### config.mk
export PLATFORM = sky130hd
export DESIGN_NAME = dmem_byte_arbiter_flat
export DESIGN_NICKNAME = d
export VERILOG_FILES = /design/src/rtl/dmem_byte_arbiter_pkg.sv /design/src/rtl/dmem_byte_arbiter_if.sv /design/src/rtl/dmem_byte_arbiter_rr_arb2.sv /design/src/rtl/dmem_byte_arbiter.sv /design/src/flat_wrapper.sv
export SDC_FILE = /design/constraint.sdc
export NUM_CORES = 1
export LEC_CHECK = 0
export ABC_AREA = 1
export BUFFER_PORTS_ARGS = -buffer_cell sky130_fd_sc_hd__buf_4
export CORE_MARGIN = 2
export CORE_UTILIZATION = 45
export CTS_CLUSTER_DIAMETER = 30
export DETAILED_ROUTE_END_ITERATION = 8
export PLACE_DENSITY = 0.78
export SETUP_SLACK_MARGIN = 0.3
export SLEW_MARGIN = 30
export SYNTH_ARGS = -nofsm -noshare
export SYNTH_HDL_FRONTEND = slang
export SYNTH_SLANG_ARGS = --single-unit
### constraint.sdc
create_clock -name clk -period 3.6 [get_ports clk]
set_input_delay 0.18 -clock clk [delete_from_list [all_inputs] [get_ports clk]]
set_output_delay 0.18 -clock clk [all_outputs]
set_load 0.01 [all_outputs]
### src/rtl/dmem_byte_arbiter_pkg.sv
// Shared types and constants for the byte-serial data-memory arbiter.
// Holds the FSM state encoding, requester IDs and the byte-lane helper.
package dmem_arb_pkg;

    localparam int NBYTES = 4;

    localparam logic REQ_CORE = 1'b0;
    localparam logic REQ_LOAD = 1'b1;

    typedef enum logic [1:0] {
        IDLE = 2'd0,
        XFER = 2'd1,
        TAIL = 2'd2,
        DONE = 2'd3
    } state_t;

    // Big-endian lane mapping: byte index 0 is the word's MSB.
    function automatic logic [4:0] lane_lsb(input logic [1:0] idx);
        return 5'(8 * (NBYTES - 1 - int'(idx)));
    endfunction

endpackage

### src/rtl/dmem_byte_arbiter_if.sv
// Bundles both word requesters, the byte memory port and the status outputs.
// slave is the arbiter's view; master is the requesters/memory side.
interface dmem_byte_arbiter_if #(
    parameter int AW = 5
);
    logic          c_req;
    logic          c_we;
    logic [AW-1:0] c_addr;
    logic [31:0]   c_wdata;
    logic          c_ack;
    logic [31:0]   c_rdata;

    logic          l_req;
    logic          l_we;
    logic [AW-1:0] l_addr;
    logic [31:0]   l_wdata;
    logic          l_ack;
    logic [31:0]   l_rdata;

    logic          m_en;
    logic          m_we;
    logic [AW-1:0] m_addr;
    logic [7:0]    m_wdata;
    logic [7:0]    m_rdata;

    logic          busy;
    logic [1:0]    grant;

    modport slave (
        input  c_req, c_we, c_addr, c_wdata,
        output c_ack, c_rdata,
        input  l_req, l_we, l_addr, l_wdata,
        output l_ack, l_rdata,
        output m_en, m_we, m_addr, m_wdata,
        input  m_rdata,
        output busy, grant
    );

    modport master (
        output c_req, c_we, c_addr, c_wdata,
        input  c_ack, c_rdata,
        output l_req, l_we, l_addr, l_wdata,
        input  l_ack, l_rdata,
        input  m_en, m_we, m_addr, m_wdata,
        output m_rdata,
        input  busy, grant
    );

endinterface

### src/rtl/dmem_byte_arbiter_rr_arb2.sv
// Two-way round-robin pick; purely combinational, the last-grant
// register lives in the parent so the pick only moves on completion.
module rr_arb2
    import dmem_arb_pkg::*;
(
    input  logic [1:0] req,
    input  logic       last_grant,
    output logic [1:0] gnt
);

    // NOTE: every always_comb output gets a default first so no path leaves it unassigned (no latch).
    always_comb begin
        gnt = 2'b00;
        unique case (req)
            2'b01:   gnt = 2'b01;
            2'b10:   gnt = 2'b10;
            2'b11: begin
                if (last_grant == REQ_LOAD) gnt[REQ_CORE] = 1'b1;
                else                        gnt[REQ_LOAD] = 1'b1;
            end
            default: gnt = 2'b00;
        endcase
    end

endmodule

### src/rtl/dmem_byte_arbiter.sv
// Shares a byte-wide memory between core and loader word requesters,
// sequencing each 32-bit access as four big-endian byte cycles.
module dmem_byte_arbiter
    import dmem_arb_pkg::*;
#(
    parameter int AW = 5
) (
    input  logic               clk,
    input  logic               rst_n,
    dmem_byte_arbiter_if.slave bus
);

    state_t        state;
    state_t        state_nxt;
    logic [1:0]    cnt;
    logic          owner;
    logic          last_grant;
    logic          we_q;
    logic [AW-1:0] addr_q;
    logic [31:0]   wdata_q;
    logic [31:0]   rbuf;
    logic [31:0]   c_rdata_q;
    logic [31:0]   l_rdata_q;
    logic [1:0]    req;
    logic [1:0]    gnt;
    logic          start;
    logic          busy;

    assign req[REQ_CORE] = bus.c_req;
    assign req[REQ_LOAD] = bus.l_req;

    rr_arb2 u_arb (
        .req        (req),
        .last_grant (last_grant),
        .gnt        (gnt)
    );

    assign start = (state == IDLE) && (gnt != 2'b00);

    // NOTE: sequential state uses non-blocking assignments so every register samples pre-edge values.
    always_ff @(posedge clk or negedge rst_n) begin
        if (!rst_n) state <= IDLE;
        else        state <= state_nxt;
    end

    always_comb begin
        state_nxt = state;
        unique case (state)
            IDLE: if (start) state_nxt = XFER;
            XFER: if (cnt == 2'd3) state_nxt = we_q ? DONE : TAIL;
            TAIL: state_nxt = DONE;
            DONE: state_nxt = IDLE;
            default: state_nxt = IDLE;
        endcase
    end

    // NOTE: the read-word registers are plain flops, so they are cleared on reset; the byte memory itself is external and keeps its contents.
    always_ff @(posedge clk or negedge rst_n) begin
        if (!rst_n) begin
            cnt        <= '0;
            owner      <= REQ_CORE;
            last_grant <= REQ_LOAD;
            we_q       <= 1'b0;
            addr_q     <= '0;
            wdata_q    <= '0;
            rbuf       <= '0;
            c_rdata_q  <= '0;
            l_rdata_q  <= '0;
        end else begin
            if (start) begin
                owner   <= gnt[REQ_LOAD];
                we_q    <= gnt[REQ_LOAD] ? bus.l_we    : bus.c_we;
                addr_q  <= gnt[REQ_LOAD] ? bus.l_addr  : bus.c_addr;
                wdata_q <= gnt[REQ_LOAD] ? bus.l_wdata : bus.c_wdata;
                cnt     <= '0;
            end

            if (state == XFER) begin
                cnt <= cnt + 2'd1;
                // Memory returns the byte one cycle after issue, so lane cnt-1 lands now.
                if (!we_q && cnt != 2'd0)
                    rbuf[lane_lsb(cnt - 2'd1) +: 8] <= bus.m_rdata;
            end

            if (state == TAIL) begin
                if (owner == REQ_LOAD) l_rdata_q <= {rbuf[31:8], bus.m_rdata};
                else                   c_rdata_q <= {rbuf[31:8], bus.m_rdata};
            end

            if (state == DONE)
                last_grant <= owner;
        end
    end

    assign busy = (state != IDLE);

    // Memory port is a function of registered state only.
    assign bus.m_en    = (state == XFER);
    assign bus.m_we    = (state == XFER) && we_q;
    assign bus.m_addr  = addr_q + AW'(cnt);
    assign bus.m_wdata = wdata_q[lane_lsb(cnt) +: 8];

    assign bus.busy    = busy;
    assign bus.grant   = busy ? ((owner == REQ_LOAD) ? 2'b10 : 2'b01) : 2'b00;
    assign bus.c_ack   = (state == DONE) && (owner == REQ_CORE);
    assign bus.l_ack   = (state == DONE) && (owner == REQ_LOAD);
    assign bus.c_rdata = c_rdata_q;
    assign bus.l_rdata = l_rdata_q;

endmodule

### src/flat_wrapper.sv
// flat-port wrapper written by rule: the top's interface ports become plain ports
module dmem_byte_arbiter_flat import dmem_arb_pkg::*;
#(
    parameter int AW = 5
)
  (clk, rst_n, bus_c_req, bus_c_we, bus_c_addr, bus_c_wdata, bus_c_ack, bus_c_rdata, bus_l_req, bus_l_we, bus_l_addr, bus_l_wdata, bus_l_ack, bus_l_rdata, bus_m_en, bus_m_we, bus_m_addr, bus_m_wdata, bus_m_rdata, bus_busy, bus_grant);
  dmem_byte_arbiter_if #(.AW(AW)) bus_i ();
  input  logic clk;
  input  logic rst_n;
  input wire logic [$bits(bus_i.c_req)-1:0] bus_c_req;
  input wire logic [$bits(bus_i.c_we)-1:0] bus_c_we;
  input wire logic [$bits(bus_i.c_addr)-1:0] bus_c_addr;
  input wire logic [$bits(bus_i.c_wdata)-1:0] bus_c_wdata;
  output wire logic [$bits(bus_i.c_ack)-1:0] bus_c_ack;
  output wire logic [$bits(bus_i.c_rdata)-1:0] bus_c_rdata;
  input wire logic [$bits(bus_i.l_req)-1:0] bus_l_req;
  input wire logic [$bits(bus_i.l_we)-1:0] bus_l_we;
  input wire logic [$bits(bus_i.l_addr)-1:0] bus_l_addr;
  input wire logic [$bits(bus_i.l_wdata)-1:0] bus_l_wdata;
  output wire logic [$bits(bus_i.l_ack)-1:0] bus_l_ack;
  output wire logic [$bits(bus_i.l_rdata)-1:0] bus_l_rdata;
  output wire logic [$bits(bus_i.m_en)-1:0] bus_m_en;
  output wire logic [$bits(bus_i.m_we)-1:0] bus_m_we;
  output wire logic [$bits(bus_i.m_addr)-1:0] bus_m_addr;
  output wire logic [$bits(bus_i.m_wdata)-1:0] bus_m_wdata;
  input wire logic [$bits(bus_i.m_rdata)-1:0] bus_m_rdata;
  output wire logic [$bits(bus_i.busy)-1:0] bus_busy;
  output wire logic [$bits(bus_i.grant)-1:0] bus_grant;
  assign bus_i.c_req = bus_c_req;
  assign bus_i.c_we = bus_c_we;
  assign bus_i.c_addr = bus_c_addr;
  assign bus_i.c_wdata = bus_c_wdata;
  assign bus_c_ack = bus_i.c_ack;
  assign bus_c_rdata = bus_i.c_rdata;
  assign bus_i.l_req = bus_l_req;
  assign bus_i.l_we = bus_l_we;
  assign bus_i.l_addr = bus_l_addr;
  assign bus_i.l_wdata = bus_l_wdata;
  assign bus_l_ack = bus_i.l_ack;
  assign bus_l_rdata = bus_i.l_rdata;
  assign bus_m_en = bus_i.m_en;
  assign bus_m_we = bus_i.m_we;
  assign bus_m_addr = bus_i.m_addr;
  assign bus_m_wdata = bus_i.m_wdata;
  assign bus_i.m_rdata = bus_m_rdata;
  assign bus_busy = bus_i.busy;
  assign bus_grant = bus_i.grant;
  dmem_byte_arbiter #(.AW(AW)) u_core (.clk(clk), .rst_n(rst_n), .bus(bus_i));
endmodule
Yosys cells after proc, flatten, opt, wreduce, memory -nomap -nowiden
Cells that the tools add are included.
- bitwise operators: 1
- multiplexer cells: 15
- equality and inequality tests: 9
- $add $sub $neg: 6
- shift operators: 3
- reduce and logical (&&, ||, !) cells: 15
- operator list (operator ; count):
    $bwmux W32 ; 1
    $mux W32 ; 1
    $shift A8 B7 Y32 const A ; 1
    $shiftx A32 B6 Y8 ; 1
    $shiftx A8 B7 Y32 ; 1
    $mux W2 ; 6
    $eq A2 B2 Y1 const B ; 5
    $pmux W2 S4 ; 1
    $reduce_and A2 Y1 ; 4
    $reduce_bool A2 Y1 ; 4
    $neg A5 Y7 ; 1
    $pmux W2 S3 ; 1
    $add A5 B2 Y5 ; 1
    $logic_and A1 B1 Y1 ; 5
    $mux W5 ; 1
    $eq A2 B1 Y1 const B ; 2
    $mux W1 ; 4
    $ne A2 B1 Y1 const B ; 2
    $sub A2 B2 Y2 const A ; 2
    $add A2 B1 Y2 const B ; 1
    $logic_not A2 Y1 ; 1
    $sub A2 B1 Y2 const B ; 1
    $logic_not A1 Y1 ; 1
    $not A1 Y1 ; 1
- logic and storage cells: 59
- bits in registers: 140
- input port bits: 88

Longest topological paths before layout
Gate-level depths: netlist of the first run.
- depth in word-level cells: 6
- depth in mapped cells: 9
- gate-level depth less buffers: 8

By module
Synthesis of the first run repeated with hierarchy kept, for this count alone.
- cells, all modules: 763
- area, all modules: 6043.3 um2
- modules (own cells, without submodules) (module ; instances ; area each (um2) ; cells an instance):
    dmem_byte_arbiter ; 1 ; 6022.0 ; 758
    rr_arb2 ; 1 ; 21.3 ; 5

Worst setup path before layout of the first run
OpenSTA, ideal clock, no wires.
- path kind: reg-to-reg
- from: register u_core.cnt[0]
- to: register u_core.rbuf[20]
- data arrival time: 1.812 ns
- path buffers: 4
- required time: 3.517 ns
- cell stages (with the launch flop): 9
- period minus slack after synthesis: 1.895 ns
- path slack: 1.705 ns
- cell sequence: dfrtp_1 buf_4 clkinv_1 buf_2 ha_1 buf_2 clkbuf_1 nand3_1 o21ai_0
- cells in the longest elaborated chain, start to end: 5
- RTL lines (item ; line ; source):
    start, declared ; dmem_byte_arbiter.sv:15 ; logic [1:0] cnt;
    start signal, assigned ; dmem_byte_arbiter.sv:79 ; cnt <= cnt + 2'd1;
    $sub A2 B1 Y2 ; dmem_byte_arbiter.sv:82 ; rbuf[lane_lsb(cnt - 2'd1) +: 8] <= bus.m_rdata;
    $sub A2 B2 Y2 ; dmem_byte_arbiter_pkg.sv:19 ; return 5'(8 * (NBYTES - 1 - int'(idx)));
    $neg A5 Y7 ; dmem_byte_arbiter.sv:82 ;
    $shiftx A8 B7 Y32 / $shift A8 B7 Y32 (equally long branches) ; dmem_byte_arbiter.sv:82 ;
    $bwmux W32 ; dmem_byte_arbiter.sv:82 ;
    end signal, assigned by index ; dmem_byte_arbiter.sv:82 ;
    end, declared ; dmem_byte_arbiter.sv:21 ; logic [31:0] rbuf;
Several ways; a longest one is shown, not always the timed one.
A chain may end at the register's enable or synchronous reset.

Final worst setup path of the first run
- from: register u_core.cnt[1]
- to: output port bus_m_addr[4]
- cells in the longest elaborated chain, start to end: 1
- RTL lines (item ; line ; source):
    $add A5 B2 Y5 ; dmem_byte_arbiter.sv:100 ; assign bus.m_addr = addr_q + AW'(cnt);
    end, declared ; flat_wrapper.sv:24 ; output wire logic [$bits(bus_i.m_addr)-1:0] bus_m_addr;
No other way between the ends.

==> results.toml, run 1 <==
[finish]
flow.area_growth_from_synthesis_pct = 31.51
diodes = 0
drive_gt1_share_pct = 22.02
finalNetCount = 1077
fillers = 1283
final_cell_count_no_fill = 1170
fin_area_mm2 = 0.008339

[worst_setup_path]
end_kind = "output port"
crit_family = "buffers and inverters"
cp.arrival_ps = 2370
cp_cell_sequence = "clkinv_1 > fa_1 > nor2_1 > xor2_1 > buf_4"
max_stage_delay_ps = 610
crit_required_ps = 3420
worstSetupStartpointType = "flop"
crit_fanout = 20
worst-path-buf-inv = 2
critPathKind = "flop to output port"
critPathSlowestCell = "fa_1"

[run_status]
run_status = "finished clean"

[clock_network]
clock_sinks = 132
htree_num_levels = 4
clock_latency_ps = 410
cts_tree = "built"
cts-root-buf = "clkbuf_16"
numCtsBuffers = 17
cts_resized = 0
cts_buffer_depth = 2
clk_pin_slew_worst_paths_ps = 60

[power]
pwr_density_cell_mw_per_mm2 = 923.5
leakage_nw = 4.690
ir_drop_mv = 0.3847

[detailed_routing]
first_pass_iters = 4
wl_per_cell_um = 13.14
vias = 5710
routed_wl_mm = 15.38
drtIter0Drc = 256
post-route-drc-count = 0
viasPerCell = 4.880
drtAntennaViolNets = 0

[synthesis]
yosysMostFrequentCell = "nand2_1"
synthTopCellsByCount = "nand2_1 (254), dfrtp_1 (131), inv_1 (123), nand3_1 (98), o21ai_0 (97)"
ys_ff_latch = 132
syn_area_per_cell_um2 = 7.724
async_flop_share_pct = 100.0
synthCells = 821
yosysWarningCount = 0
synth_nets = 921
synthDistinctLibCells = 23
syn_area_mm2 = 0.006341
synth_edf_count = 0
synthFlopType = "dfrtp_1"
yosys.area.top_type = "dfrtp_1"
yosysTopAreaCellShare_pct = 51.70
yosysSeqAreaShare_pct = 52.11
synth_area_leaders = "dfrtp_1 (52%), nand2_1 (15%), nand3_1 (7.7%)"

[placed_design]
routabilityCongestion = 0.8847
dpl.cell_count = 1137
pre_cts_slack_ps = 1066
port_buffers = 171
hpwl_mm = 10.85
postPlaceCellArea_mm2 = 0.007706

[floorplan]
pin_count = 172
std_cell_rows = 43
die-area_mm2 = 0.01506
start_util_pct = 45.86
die_w_um = 122.7
core_mm2 = 0.01383
fp.dieH_um = 122.7

[global_route]
overflow = 0
antenna_found_initial = 0
grt_pass1_vias = 5411
grt_pass1_wl_mm = 25.32
grt_max_degree = 115
grt_usage_pct = 21.26

[timing]
fmax_ghz = 0.3914
drv_slew = 0
rsz0062_at_grt = "no"
finalSetupViolations = 0
slew_headroom_pct = 44.88
fin_ws_ps = 1045
fin_skew_ps = 5.904
setup_tns_ps = 0
tightest_slew_ps = 826.8
hold_viol = 0
fin_crit_sh_pct = 70.97
min_period_ps = 2555

[flow_run]
drv_cap = 0

[hold_path]
hp-class = "primary input to flop"
## cell usage in the layout, fill, tap and decap left out, drive strengths merged
cell	count
nand4	1
inv	125
nand3	101
o21ai	100
dlygate4sd3	1
dfrtp	131
bufinv	3
nor2	49
buf	177
clkinvlp	3
clkinv	7
clkbuf	20
a21o	1
a21oi	1
xnor2	1
ha	11
fa	1
nand2	255
xor2	1
dfstp	1
## worst paths after layout
path | start | endpoint | slack, ps | cells after the start
max in group asynchronous | rst_n | u_core.bus.l_rdata[26]$_DFFE_PN0P_ | 2380 | 3
min in group asynchronous | rst_n | u_core.bus.l_rdata[4]$_DFFE_PN0P_ | 440 | 2
worst min-delay path | bus_c_wdata[25] | u_core.wdata_q[25]$_DFFE_PN0P_ | 70 | 5
worst min register to register | u_core.last_grant$_DFFE_PN1N_ | u_core.last_grant$_DFFE_PN1N_ | 470 | 2
worst max register to register | u_core.cnt[0]$_DFFE_PN0P_ | u_core.rbuf[28]$_DFFE_PN0P_ | 1060 | 7
worst max-delay path | u_core.cnt[1]$_DFFE_PN0P_ | bus_m_addr[4] | 1050 | 5
## power by group
part / leakage [nW] / total (W) / internal (W) / switching [W]
registers: 1.57 / 0.00273 / 0.00225 / 0.000479
clock network: 0.292 / 0.00176 / 0.00113 / 0.000637
logic: 2.83 / 0.00321 / 0.00136 / 0.00184
total: 4.69 / 0.00770 / 0.00474 / 0.00296
## worst min-delay path, stage by stage
cell     delay (ps)
buf_4            70
inv_1            30
nand2_1          50
nand3_1          60
nand2_1          50
## routing by layer
layer	GRT usage (%)	part of all wire, %	up-vias
met5	0	0	-
met4	7.040	1.9	0
met3	5.994	6.4	26
met2	34.32	48	187
met1	27.59	43	2646
li1	-	-	2851
## per-stage QoR
stage | hold WS [ps] | total power [W] | util, %
floorplan | -115.6 | 0.004538 | -
global placement | 395.4 | 0.005877 | 55.71
global route | 65.30 | 0.008334 | 60.31
finish | 66.60 | 0.007701 | 60.31
detailed placement | 310.9 | 0.005970 | 55.73
CTS | 56.32 | 0.007760 | 60.22
## layout make-up
class | count | area [um2] | share of cell area (%)
clock inverters | 12 | 153.9 | 1.845
multi-input cells | 522 | 2380 | 28.54
flip-flops and latches | 132 | 3304 | 39.62
inverters | 126 | 473.0 | 5.671
repair buffers | 178 | 1346 | 16.14
well taps | 180 | 225.2 | 2.701
clock buffers | 20 | 456.7 | 5.476
## timing repair
item | in CTS | in global routing
endpoints found under the hold margin | 112 | 0
setup buffers | 0 | 0
hold buffers | 1 | 0
## cells by family after synthesis
kind of cell / count (synthesis) / share of synthesized area (%)
compound gates: 102 / 8.090
xor+xnor: 2 / 0.2763
fa+ha+maj: 12 / 2.486
buf+inv: 167 / 10.69
flops: 132 / 52.11
simple gates: 406 / 26.34
## registers in the layout (all words and copies together) (netlist names)
signal,count
u_core.addr_q,5
u_core.last_grant,1
u_core.bus.c_rdata,32
u_core.bus.l_rdata,32
u_core.wdata_q,32
u_core.state,2
u_core.cnt,2
u_core.owner,1
u_core.we_q,1
u_core.rbuf,24
Note: power is estimated with default switching activity, not from simulation.
==> run 2: changes to the inputs <==
clock period = 2.44 ns   (was 3.6 ns; I/O delays follow)
==> results.toml, run 2 (synthesis results as in run 1) <==
[placed_design]
pre_cts_slack_ps = 661.7
port_buffers = 171
hpwl_mm = 11.35
routabilityCongestion = 0.8133

[timing]
fmax_ghz = 0.4916
setup_tns_ps = 0
fin_ws_ps = 405.8
drv_slew = 0
tightest_slew_ps = 823.6
finalSetupViolations = 0
hold_viol = 0
slew_headroom_pct = 45.09
rsz0062_at_grt = "no"
min_period_ps = 2034
fin_skew_ps = 7.995
fin_crit_sh_pct = 83.37

[floorplan]
core_mm2 = 0.01383
die-area_mm2 = 0.01506
std_cell_rows = 43
die_w_um = 122.7
start_util_pct = 45.86
fp.dieH_um = 122.7
pin_count = 172

[worst_setup_path]
max_stage_delay_ps = 420
crit_fanout = 17
critPathKind = "flop to output port"
worstRegToRegCells = 7
critPathMostFrequentCell = "buf_4"
end_kind = "output port"
critPathSlowestCell = "dfrtp_1"
cp.arrival_ps = 1910
regToRegSetupSlack_ps = 630
crit_required_ps = 2320
worstSetupStartpointType = "flop"
cp_cell_sequence = "buf_4 > buf_4 > buf_4 > nor2_1 > nor2_1 > o21ai_0 > o21ai_1 > buf_4"

[clock_network]
clock_latency_ps = 410
clk_pin_slew_worst_paths_ps = 60
cts_buffer_depth = 2
numCtsBuffers = 17
cts_tree = "built"
cts-root-buf = "clkbuf_16"
htree_num_levels = 4
clock_sinks = 132

[detailed_routing]
drtIter0Drc = 295
wl_per_cell_um = 13.20
drtAntennaViolNets = 0
vias = 5692
viasPerCell = 4.811
routed_wl_mm = 15.62
first_pass_iters = 5
post-route-drc-count = 0

[power]
pwr_density_cell_mw_per_mm2 = 1357
pwr-share-seq_pct = 35.2
p_switching_w = 0.004396
p_int_w = 0.007045
pwr-share-comb_pct = 42.8
sw_frac_of_total_pct = 38.42
clkPwrFrac_pct = 22.1
ir_drop_mv = 0.6135
leakage_nw = 4.736

[finish]
flow.area_growth_from_synthesis_pct = 32.99
layout_commonest_cell = "nand2_1"
diodes = 0
utilization_pct = 60.99
drive_gt1_share_pct = 23.03
finalNetCount = 1090
final_cell_mix = "nand2_1 (253), buf_4 (187), dfrtp_1 (131)"

[global_route]
grt_usage_pct = 21.80
grt_pass1_wl_mm = 25.76
overflow = 0
grt_pass1_vias = 5407
grt_max_degree = 92
antenna_found_initial = 0

[hold_path]
whs_path_depth = 5
hp-class = "primary input to flop"

[run_status]
run_status = "finished clean"

[flow_run]
drv_cap = 0
[run 2: changes by cell type in the layout (fill, tap and decap cells not counted), sizes merged]
| cell | change |
|---|---|
| inv | +1 |
| bufinv | -1 |
| clkinvlp | -1 |
| clkbuf | +1 |
| dlygate4sd3 | +1 |
| buf | +12 |
[run 2: worst max-delay path, delay by kind of cell, from the launching register on]
kind                   cells  cell delay (ps)
AO/OA/AOI/OAI              2              290
buffers and inverters      4              640
flip-flops                 1              420
AND/OR/NAND/NOR            2              150
[run 2: power by group through the flow]
stage | combinational [W] | clock (W) | sequential (W)
after floorplan | 0.00257 | 0 | 0.00412
after global placement | 0.00473 | 0 | 0.00402
after detailed placement | 0.00486 | 0 | 0.00404
after CTS | 0.00494 | 0.00257 | 0.00402
after global routing | 0.00555 | 0.00267 | 0.00415
final | 0.00489 | 0.00253 | 0.00402
[run 2: path summary, 6_finish.rpt]
check,startpoint,to
hold / removal,bus_c_addr[4],u_core.addr_q[4]$_DFFE_PN0P_
setup reg to reg,u_core.state[0]$_DFFE_PN0P_,u_core.wdata_q[26]$_DFFE_PN0P_
setup / recovery,u_core.cnt[0]$_DFFE_PN0P_,bus_m_wdata[5]
hold reg to reg,u_core.last_grant$_DFFE_PN1N_,u_core.last_grant$_DFFE_PN1N_
max in group asynchronous,rst_n,u_core.bus.c_rdata[26]$_DFFE_PN0P_
min in group asynchronous,rst_n,u_core.bus.c_rdata[5]$_DFFE_PN0P_
[run 2: metal layers]
layer	global-route usage [%]	share of wire, %	vias to the layer above
met4	7.328	1.1	0
li1	-	-	2883
met5	0	0	-
met1	27.36	42	2611
met2	36.60	50	183
met3	5.623	6.8	15
[run 2: final cells by class]
| type | count | area [um2] |
|---|---|---|
| inverter | 126 | 473.0 |
| timing repair buffer | 191 | 1455 |
| multi-input combinational | 522 | 2380 |
| fill | 1246 | 5394 |
| clock buffer | 21 | 470.5 |
| clock inverter | 11 | 125.1 |
| tap | 180 | 225.2 |
| sequential | 132 | 3304 |
[run 2: timing repair]
| action | in CTS | in global routing |
|---|---|---|
| endpoints found under the setup margin | 1 | 3 |
| setup buffers | 3 | 0 |
| resized for setup | 1 | 3 |
| endpoints found under the hold margin | 90 | 0 |
| hold buffers | 2 | 0 |
[run 2: metrics by stage]
stage	total power, W	hold WS, ps	instance area [um2]	cells
final	0.01144	11.32	8433	1183
after floorplan	0.006695	-173.6	6341	821
after global routing	0.01237	11.08	8433	1183
after detailed placement	0.008908	264.0	7782	1146
after global placement	0.008750	256.5	7782	1146
after CTS	0.01152	0.006772	8423	1183
==> run 3: changes to the inputs <==
ABC_AREA = 0   (was 1)
PLACE_DENSITY = 0.79   (was 0.78)
clock period = 2.1 ns   (was 2.44 ns; I/O delays follow)
==> results.toml, run 3 <==
[run_status]
run_status = "finished clean"

[synthesis]
synthMuxAreaShare_pct = 16.15
synthDistinctLibCells = 36
synth_nets = 615
synth_adder_area_share_pct = 2.713
synthCells = 515
synthTopCellsByCount = "dfrtp_1 (131), nand2_1 (129), mux2_1 (60), nor2_1 (42), a31oi_1 (38)"
yosys.area.top_type = "dfrtp_1"
async_flop_share_pct = 100.0
synth_edf_count = 0
yosysWarningCount = 0
syn_area_mm2 = 0.005811
ys_ff_latch = 132
synth_xor_area_share_pct = 0.4522
synth_area_leaders = "dfrtp_1 (56%), mux2_1 (12%), nand2_1 (8.3%)"
syn_area_per_cell_um2 = 11.28
synthSimpleGateAreaFrac_pct = 12.75
synth_top_family_by_area = "multiplexers"
yosysTopAreaCellShare_pct = 56.42
synth_compound_area_share_pct = 7.450
synthFlopType = "dfrtp_1"
yosysMostFrequentCell = "dfrtp_1"
yosysSeqAreaShare_pct = 56.87

[power]
leakage_nw = 3.957
sw_frac_of_total_pct = 35.82
pwr-share-comb_pct = 43.5
pwr_density_cell_mw_per_mm2 = 1494
ir_drop_mv = 0.7277
pwr-share-seq_pct = 34.2
clkPwrFrac_pct = 22.2
p_int_w = 0.008575
design_power_total_w = 0.01336
p_switching_w = 0.004786

[timing]
whs_ps = 71.80
finalSetupViolations = 0
drv_slew = 0
fin_skew_ps = 10.58
slew_headroom_pct = 65.60
fmax_ghz = 0.5219
hold_viol = 0
tightest_slew_ps = 516.0
rsz0062_at_grt = "yes"
setup_tns_ps = 0
fin_crit_sh_pct = 91.24
min_period_ps = 1916

[global_route]
grt_max_degree = 80
overflow = 0
antenna_found_initial = 0
grt_usage_pct = 26.45
grt_pass1_wl_mm = 28.76
grt_pass1_vias = 5398

[floorplan]
start_util_pct = 46.04
std_cell_rows = 41
pin_count = 172
core_mm2 = 0.01262
die_w_um = 117.6
die-area_mm2 = 0.01384
fp.dieH_um = 117.6

[worst_setup_path]
cp.arrival_ps = 1810
worstSetupStartpointType = "flop"
worst-path-buf-inv = 2
max_stage_delay_ps = 410
crit_fanout = 3
end_kind = "output port"
cp_cell_sequence = "ha_4 > inv_2 > fa_2 > nor2_2 > xor2_1 > buf_4"
crit_required_ps = 2000
crit_family = "adder cells"
critPathKind = "flop to output port"
critPathSlowestCell = "dfrtp_2"

[clock_network]
clock_sinks = 132
cts-root-buf = "clkbuf_16"
numCtsBuffers = 17
cts_tree = "built"
clk_pin_slew_worst_paths_ps = 60
clock_latency_ps = 420
htree_num_levels = 4
cts_buffer_depth = 2

[finish]
final_cell_mix = "buf_4 (173), dfrtp_1 (130), nand2_1 (128)"
fin_area_mm2 = 0.008942
layout_commonest_cell = "buf_4"
seq_area_mm2 = 0.003306
drive_gt1_share_pct = 32.91
flow.area_growth_from_synthesis_pct = 53.90
finalNetCount = 880
multi_input_area_mm2 = 0.002361
diodes = 0
fillers = 839
utilization_pct = 70.86

[placed_design]
port_buffers = 171
routabilityCongestion = 0.8235
hpwl_mm = 9.875
postPlaceCellArea_mm2 = 0.007286

[detailed_routing]
first_pass_iters = 5
vias = 5223
post-route-drc-count = 0
drtIter0Drc = 352
wl_per_cell_um = 18.69
drtAntennaViolNets = 0
viasPerCell = 5.412
routed_wl_mm = 18.03

[flow_run]
drv_cap = 0

[hold_path]
hp-class = "primary input to flop"
[run 3: cell types whose count changed after synthesis, sizes merged, moves of 7 or more]
cell    delta
a31oi     +38
clkbuf    -13
inv      -114
mux2      +67
mux4       +8
nand2    -126
nand3    -101
nor2       -7
o21ai     -75
[run 3: cell type report]
class	count	area share, %
clock inverters	15	1.903
repair buffers	276	27.14
well taps	172	2.407
multi-input cells	343	26.40
clock buffers	17	4.757
flip-flops and latches	132	36.97
inverters	10	0.4198
[run 3: worst register-to-register path: cells and delay by family, from the launching register on]
family / cells / cell delay (ps)
flip-flops: 1 / 440
buffers and inverters: 3 / 410
multiplexers: 1 / 310
adder cells (fa/ha/maj): 1 / 220
AO/OA/AOI/OAI: 1 / 220
[run 3: cells by family after synthesis]
group                    count (synthesis)
XOR/XNOR                                 3
adder cells (fa/ha/maj)                 12
multiplexers                            75
flip-flops                             132
AND/OR/NAND/NOR                        181
buffers and inverters                   40
AO/OA/AOI/OAI                           72
[run 3: power by group through the flow]
stage	registers (W)	logic, W	clock network, W
after floorplan	0.00453	0.00279	0
after global routing	0.00471	0.00626	0.00313
after detailed placement	0.00456	0.00502	0
after global placement	0.00446	0.00485	0
final	0.00458	0.00582	0.00297
after CTS	0.00453	0.00549	0.00301
[run 3: final timing paths]
check,start,endpoint,slack (ps),cells after the start
setup reg to reg,u_core.cnt[0]$_DFFE_PN0P_,u_core.state[1]$_DFFE_PN0P_,390,6
max in group asynchronous,rst_n,u_core.rbuf[29]$_DFFE_PN0P_,1090,3
setup / recovery,u_core.cnt[0]$_DFFE_PN0P_,bus_m_addr[4],180,6
hold / removal,bus_c_wdata[18],u_core.wdata_q[18]$_DFFE_PN0P_,70,3
hold reg to reg,u_core.bus.c_rdata[7]$_DFFE_PN0P_,u_core.bus.c_rdata[7]$_DFFE_PN0P_,490,1
min in group asynchronous,rst_n,u_core.bus.c_rdata[19]$_DFFE_PN0P_,220,2
[run 3: metrics by stage]
step / setup slack, ps / instances
after global routing: 70.22 / 965
after detailed placement: 221.1 / 840
final: 183.9 / 965
after floorplan: 377.7 / 515
after CTS: 166.2 / 962
after global placement: 353.5 / 840
[run 3: what timing repair did]
action / 4_1_cts / 5_1_grt
hold buffers: 84 / 0
endpoints found under the setup margin: 21 / 39
gates cloned: 1 / 1
endpoints found under the hold margin: 129 / 0
resized for setup: 21 / 10
buffers inserted: 5 / 2
pin swaps: 4 / 6
[run 3: routing by layer]
layer | share of wire, % | routed length (um) | GRT usage (%) | vias to the layer above
met4 | 3.4 | 610 | 9.639 | 0
met2 | 51 | 9162 | 44.95 | 311
li1 | - | - | - | 2300
met1 | 38 | 6836 | 31.59 | 2544
met5 | 0 | 0 | 0 | -
met3 | 7.9 | 1424 | 8.382 | 68
